--- src/rtl/multiword_add_seq.sv ---
// Multi-precision add/subtract sequencer: walks WORDS words of A and B through a
// shared external N-bit adder LSW first, chaining the carry through a register.
module multiword_add_seq #(
  parameter int N     = 16,
  parameter int WORDS = 4
) (
  input  logic                 clk,
  input  logic                 rst,
  input  logic                 in_valid,
  output logic                 in_ready,
  input  logic [N*WORDS-1:0]   in_a,
  input  logic [N*WORDS-1:0]   in_b,
  input  logic                 in_cin,
  input  logic                 in_sub,
  output logic [N-1:0]         add_a,
  output logic [N-1:0]         add_b,
  output logic                 add_cin,
  input  logic [N-1:0]         add_sum,
  input  logic                 add_co,
  output logic                 out_valid,
  input  logic                 out_ready,
  output logic [N*WORDS-1:0]   out_sum,
  output logic                 out_co,
  output logic                 out_ovf,
  output logic                 busy
);

  localparam int          W  = N * WORDS;
  localparam int          IW = (WORDS > 1) ? $clog2(WORDS) : 1;
  localparam int unsigned WU = WORDS;

  typedef enum logic [1:0] {IDLE, RUN, DONE} state_t;

  state_t        state_q, state_d;
  logic [IW-1:0] idx_q, idx_d;
  logic          carry_q, carry_d;
  logic          ovf_q, ovf_d;
  logic [W-1:0]  a_q, a_d;
  logic [W-1:0]  b_q, b_d;
  logic [W-1:0]  sum_q, sum_d;
  logic          last_word;

  assign last_word = (idx_q == IW'(WORDS - 1));

  always_ff @(posedge clk) begin
    if (rst) begin
      state_q <= IDLE;
      idx_q   <= '0;
      carry_q <= 1'b0;
      ovf_q   <= 1'b0;
      a_q     <= '0;
      b_q     <= '0;
      sum_q   <= '0;
    end else begin
      state_q <= state_d;
      idx_q   <= idx_d;
      carry_q <= carry_d;
      ovf_q   <= ovf_d;
      a_q     <= a_d;
      b_q     <= b_d;
      sum_q   <= sum_d;
    end
  end

  always_comb begin
    state_d = state_q;
    case (state_q)
      IDLE:    if (in_valid)  state_d = RUN;
      RUN:     if (last_word) state_d = DONE;
      DONE:    if (out_ready) state_d = IDLE;
      default: state_d = IDLE;
    endcase
  end

  // Datapath next-state; subtraction is A + ~B + 1, so B is inverted once at accept.
  always_comb begin
    idx_d   = idx_q;
    carry_d = carry_q;
    ovf_d   = ovf_q;
    a_d     = a_q;
    b_d     = b_q;
    sum_d   = sum_q;
    case (state_q)
      IDLE: begin
        if (in_valid) begin
          a_d     = in_a;
          b_d     = in_sub ? ~in_b : in_b;
          carry_d = in_sub ? 1'b1 : in_cin;
          idx_d   = '0;
        end
      end
      RUN: begin
        for (int unsigned i = 0; i < WU; i++) begin
          if (idx_q == IW'(i)) sum_d[i*N +: N] = add_sum;
        end
        carry_d = add_co;
        idx_d   = idx_q + IW'(1);
        if (last_word) begin
          ovf_d = (a_q[W-1] == b_q[W-1]) && (add_sum[N-1] != a_q[W-1]);
        end
      end
      default: ;
    endcase
  end

  always_comb begin
    in_ready  = (state_q == IDLE);
    out_valid = (state_q == DONE);
    busy      = (state_q != IDLE);
    out_sum   = sum_q;
    out_co    = carry_q;
    out_ovf   = ovf_q;
    add_a     = '0;
    add_b     = '0;
    add_cin   = 1'b0;
    if (state_q == RUN) begin
      for (int unsigned i = 0; i < WU; i++) begin
        if (idx_q == IW'(i)) begin
          add_a = a_q[i*N +: N];
          add_b = b_q[i*N +: N];
        end
      end
      add_cin = carry_q;
    end
  end

endmodule
--- config.mk ---
export PLATFORM = sky130hd
export DESIGN_NAME = multiword_add_seq
export DESIGN_NICKNAME = d
export VERILOG_FILES = /design/src/rtl/multiword_add_seq.sv
export SDC_FILE = /design/constraint.sdc
export NUM_CORES = 1
export LEC_CHECK = 0
export ABC_AREA = 1
export CAP_MARGIN = 20
export CORE_UTILIZATION = 50
export DETAILED_ROUTE_END_ITERATION = 8
export PLACE_DENSITY_LB_ADDON = 0.25
export SYNTH_ARGS = -nofsm -noshare
export SYNTH_HDL_FRONTEND = slang
export SYNTH_SLANG_ARGS = --single-unit
--- constraint.sdc ---
create_clock -name clk -period 3.7 [get_ports clk]
set_clock_uncertainty 0.1 [all_clocks]
set_input_delay 0.74 -clock clk [delete_from_list [all_inputs] [get_ports clk]]
set_output_delay 0.74 -clock clk [all_outputs]
set_load 0.1 [all_outputs]
# Word-level counts from Yosys, hierarchy flattened
# Cells that the tools add are included.
# Widths: inputs -> output; s select.
# op_classes
reduce_logical	12
addsub	1
bitwise_logic	1
eq_ne	10
n_mux	21
# op_table
operator	count
$mux 16	10
$mux 64	1
$not 64->64	1
$reduce_and 2->1	6
$mux 2	4
$eq 2x2->1 const B	3
$pmux 2 s3	1
$eq 2x1->1 const B	2
$logic_not 2->1	2
$ne 2x2->1 const B	2
$pmux 2 s2	1
$reduce_bool 2->1	2
$mux 1	3
$reduce_and 3->1	1
$add 2x1->2 const B	1
$ne 2x1->1 const B	1
$pmux 1 s2	1
$eq 1x1->1	1
$logic_and 1x1->1	1
$ne 1x1->1	1
# word_totals
register_bits	198
in_bits	151

# Logic depth before layout (Yosys ltp)
# logic_depth
word_depth	6
depth_mapped	9
ltp_nobuf	7

# Worst setup path after synthesis
# No wires, ideal clock.
# synth_path
kind	reg2out
startpoint	reg state_q[0]
endpoint	out add_a[15]
required_ps	2860
path_slack_ps	-122
t_arrival_ps	2982
path_stages_with_launch	6
cell_sequence	dfxtp_1 -> inv_2 -> nor2_4 -> nand2_1 -> buf_2 -> o21ai_0
# synth_via
elab_chain_cells	2
# synth_lines
item	line_no	text
start: declaration	34	state_t state_q, state_d;
start signal: assignment	55	state_q <= state_d;
$eq 2x1->1	116	if (state_q == RUN) begin
$mux 16	116	
end: declaration	15	output logic [N-1:0] add_a,
# No other way between the ends.

# Final worst setup path
# layout_path
startpoint	reg idx_q[1]
endpoint	out add_b[15]
# layout_via
elab_chain_cells	6
word_cells_on_any_way	9
cone_classes	eq/ne: 3; mux: 5; reduce/logical: 1
# layout_lines
item	line_no	text
start: declaration	35	logic [IW-1:0] idx_q, idx_d;
start signal: assignment	56	idx_q <= idx_d;
$logic_not 2->1	118	if (idx_q == IW'(i)) begin
$mux 16 (3 in series)	118	
$mux 16 (*)	118	
$mux 16 (*)	116	
end: declaration	16	output logic [N-1:0] add_b,
# Mark *: on every way between the ends. The rest lies on a longest branch, timed or not.

==> results_tabular.tex <==
\begin{tabular}{lr}
\hline
Metric & Value \\
\hline
\multicolumn{2}{l}{\textbf{Status}} \\
\quad Run status & finished, final reports clean \\
\multicolumn{2}{l}{\textbf{Cells and area}} \\
\quad Layout overhead on the synthesized area & 37.8\% \\
\quad Post-Route Utilization & 0.709 \\
\quad Final Net Count & 1659 \\
\quad Commonest non-fill, non-tap cells in the layout & sky130\_fd\_sc\_hd\_\_nor2\_1, sky130\_fd\_sc\_hd\_\_nand2\_1, sky130\_fd\_sc\_hd\_\_clkdlybuf4s50\_1, sky130\_fd\_sc\_hd\_\_dfxtp\_1, sky130\_fd\_sc\_hd\_\_o21ai\_0 \\
\quad Share of cells above drive strength 1 & 0.0672 \\
\quad Most common library cell in the layout ignoring fill and taps & sky130\_fd\_sc\_hd\_\_nor2\_1 \\
\quad Number of standard cells in the final layout excluding fillers & 1743 \\
\multicolumn{2}{l}{\textbf{Detailed routing}} \\
\quad Drt pass-1 iters & 5 \\
\quad DRC viols & 0 \\
\quad Mean routed wirelength per cell & 15.8 µm \\
\quad Total vias in the final route & 9033 \\
\quad Number of antenna-violating nets in the routed design & 0 \\
\quad Vias per cell & 5.18 \\
\quad Routed wire length & 27.5 mm \\
\quad Iter 0 DRT Violations & 826 \\
\multicolumn{2}{l}{\textbf{Worst setup path}} \\
\quad Critical path type & register to primary output \\
\quad Count of buffering cells on the critical path with inverters included & 4 \\
\quad Critical Path, Cell by Cell & inv\_1 > ha\_1 > inv\_1 > buf\_4 > nand3\_1 > nand2\_1 > nand2\_1 > o21ai\_0 > buf\_12 \\
\quad CP max stage delay & 0.39 ns \\
\quad Largest delay share family, worst path & buffers and inverters \\
\quad Critical path's slowest cell & sky130\_fd\_sc\_hd\_\_dfxtp\_1 \\
\quad CP Max Fanout & 22 \\
\quad Arrival time at the worst endpoint & 2.44 ns \\
\quad Endpoint type of the worst setup path & primary output \\
\quad Required time at the worst-slack endpoint & 2.86 ns \\
\quad Critical path launch point type & register \\
\multicolumn{2}{l}{\textbf{Power and ir drop}} \\
\quad Clock Power Share & 0.338 \\
\quad Cell Pwr Density & 453 nW/µm² \\
\quad NetSw & 1.86 mW \\
\quad Worst vdd rail ir drop & 0.000339 V \\
\quad Power Internal & 3.74 mW \\
\quad Switching Fraction & 0.333 \\
\quad Leakage & 5.46 nW \\
\quad Share of total power in sequential cells & 0.425 \\
\quad Combinational share of power & 0.237 \\
\multicolumn{2}{l}{\textbf{Die}} \\
\quad Top-Level Pins & 253 \\
\quad Starting utilization of the core area & 0.515 \\
\quad Row Count & 48 \\
\quad Die Y & 136 µm \\
\quad Die footprint & 18500 µm² \\
\quad Horiz. Die Dim & 136 µm \\
\quad Area of the core & 17400 µm² \\
\multicolumn{2}{l}{\textbf{Clocking}} \\
\quad Number of H-tree branching levels & 4 \\
\quad Clock insertion delay at the later pin of the skew report & 0.44 ns \\
\quad Number of instances resized during post-cts repair & 0 \\
\quad Clock-pin transition on the worst setup and hold timing paths & 0.07 ns \\
\quad Largest buffer count on any clock path & 2 \\
\quad Clock tree from TritonCTS & done \\
\quad Post-CTS Setup Bufs & 0 \\
\quad Total clock sinks & 198 \\
\quad Total of hold buffers inserted after clock tree synthesis & 0 \\
\quad Clock root cell & sky130\_fd\_sc\_hd\_\_clkbuf\_16 \\
\quad Clock buffer count from CTS & 17 \\
\multicolumn{2}{l}{\textbf{Place}} \\
\quad Port-buffer cells & 252 \\
\quad Global placer's final weighted congestion & 0.872 \\
\quad Post-place setup slack & 0.933 ns \\
\quad Placed insts & 1710 \\
\quad Half-perimeter wire length after placement & 18.6 mm \\
\multicolumn{2}{l}{\textbf{Global routing}} \\
\quad Largest net degree at the start of global routing & 79 \\
\quad First-pass GRT wire length & 42.5 mm \\
\quad Vias in the first global route & 8200 \\
\quad Global-route total usage across every layer & 0.297 \\
\quad Antenna violations before repair & 1 \\
\quad Gr ovfl total & 0 \\
\multicolumn{2}{l}{\textbf{Synthesis}} \\
\quad Average size of a mapped cell & 6.87 µm² \\
\quad Share of Yosys cell area claimed by the top area cell type & 0.442 \\
\quad Syn Inst Count & 1306 \\
\quad Netlist area before placement & 8970 µm² \\
\quad Flops \& latches, synth & 198 \\
\quad Number of unique standard cell types used by synthesis & 21 \\
\quad Register area share after synthesis & 0.442 \\
\quad Cell accounting for the most synthesized area & sky130\_fd\_sc\_hd\_\_dfxtp\_1 \\
\quad Post-synthesis net count & 1461 \\
\quad Largest cells by area after synthesis & sky130\_fd\_sc\_hd\_\_dfxtp\_1, sky130\_fd\_sc\_hd\_\_nor2\_1, sky130\_fd\_sc\_hd\_\_nand2\_1, sky130\_fd\_sc\_hd\_\_o21ai\_0, sky130\_fd\_sc\_hd\_\_xnor2\_1 \\
\quad Yosys warning total & 0 \\
\multicolumn{2}{l}{\textbf{Timing}} \\
\quad Final WS setup & 0.422 ns \\
\quad Fin. max-slew vios & 0 \\
\quad Number of hold-slack violations in the final timing report & 0 \\
\quad Post-route clock period utilization & 0.886 \\
\quad Setup repair after global routing missed its margin & no \\
\quad Max Fclk & 0.305 GHz \\
\quad Slew @ Worst Pin & 1.03 ns \\
\quad Number of setup violations in the final report & 0 \\
\quad Relative slew slack & 0.309 \\
\quad Minimum period implied by the final worst setup slack & 3.28 ns \\
\multicolumn{2}{l}{\textbf{Run}} \\
\quad Max-capacitance violation count & 0 \\
\multicolumn{2}{l}{\textbf{Min path}} \\
\quad Path category of the worst min-delay check & register to register \\
\hline
\end{tabular}
[metrics by stage]
stage | power, mW | area [µm²] | hold slack, ns | setup TNS (ns)
after floorplan | 3.29 | 8970 | 0.354 | -0.244
after global placement | 3.72 | 11700 | 0.361 | 0
after detailed placement | 3.74 | 11700 | 0.372 | 0
after CTS | 5.61 | 12400 | 0.388 | 0
after global routing | 5.82 | 12400 | 0.398 | 0
final | 5.60 | 12400 | 0.386 | 0
[metal layers]
| metal | track usage | part of all wire | vias to the layer above |
|---|---|---|---|
| met1 | 0.393 | 0.42 | 4083 |
| met2 | 0.459 | 0.45 | 448 |
| met4 | 0.0926 | 0.022 | 0 |
| li1 | - | - | 4455 |
| met5 | 0 | 0 | - |
| met3 | 0.0940 | 0.11 | 47 |
[registers in the layout, summed over array words and instances (netlist names)]
name,count
state_q,2
out_co,1
a_q,64
out_sum,64
b_q,64
out_ovf,1
idx_q,2
[synth_stat cells (all sizes together)]
master	n
nor2	457
nand2	265
dfxtp	198
o21ai	132
xnor2	64
buf	60
a21oi	37
nand3	36
clkbuf	30
inv	23
ha	4
[worst reg2reg max path, delay by kind of cell, from the launching register on]
kind,cells,cell delay [ns]
flops,1,0.50
buf+inv,2,0.41
simple gates,4,1.03
[layout make-up]
class / count / area (µm²)
Multi-Input combinational cell: 995 / 4410
Tap cell: 225 / 282
Inverter: 23 / 93.8
Timing Repair Buffer: 269 / 3000
Fill cell: 1447 / 5060
Sequential cell: 198 / 3960
Clock buffer: 17 / 425
Clock inverter: 15 / 184
Antenna cell: 1 / 2.50
[power groups by stage]
| stage | clock (mW) | combinational (mW) | sequential (mW) |
|---|---|---|---|
| floorplan | 0 | 0.683 | 2.60 |
| global placement | 0 | 1.30 | 2.42 |
| detailed placement | 0 | 1.32 | 2.42 |
| CTS | 1.91 | 1.33 | 2.38 |
| global route | 2.00 | 1.43 | 2.39 |
| finish | 1.89 | 1.33 | 2.38 |
[path summary, 6_finish.rpt]
path              start   endpoint  slack (ns)  cells past startpoint
max            idx_q[1]  add_b[15]        0.42                      9
max reg2reg  state_q[0]    out_ovf        1.57                      6
min             a_q[27]    a_q[27]        0.39                      2
min reg2reg     a_q[27]    a_q[27]        0.39                      2
[logic make-up (layout without fill, tap and decap cells)]
| group | Yosys count | after routing | share of synthesized area |
|---|---|---|---|
| XOR/XNOR | 64 | 64 | 0.0625 |
| flip-flops | 198 | 198 | 0.442 |
| other | 0 | 1 | 0 |
| AO/OA/AOI/OAI | 169 | 169 | 0.0943 |
| AND/OR/NAND/NOR | 758 | 758 | 0.329 |
| adder cells (fa/ha/maj) | 4 | 4 | 0.00558 |
| buffers and inverters | 113 | 324 | 0.0670 |
No activity file was read; power rests on OpenSTA's default activity.
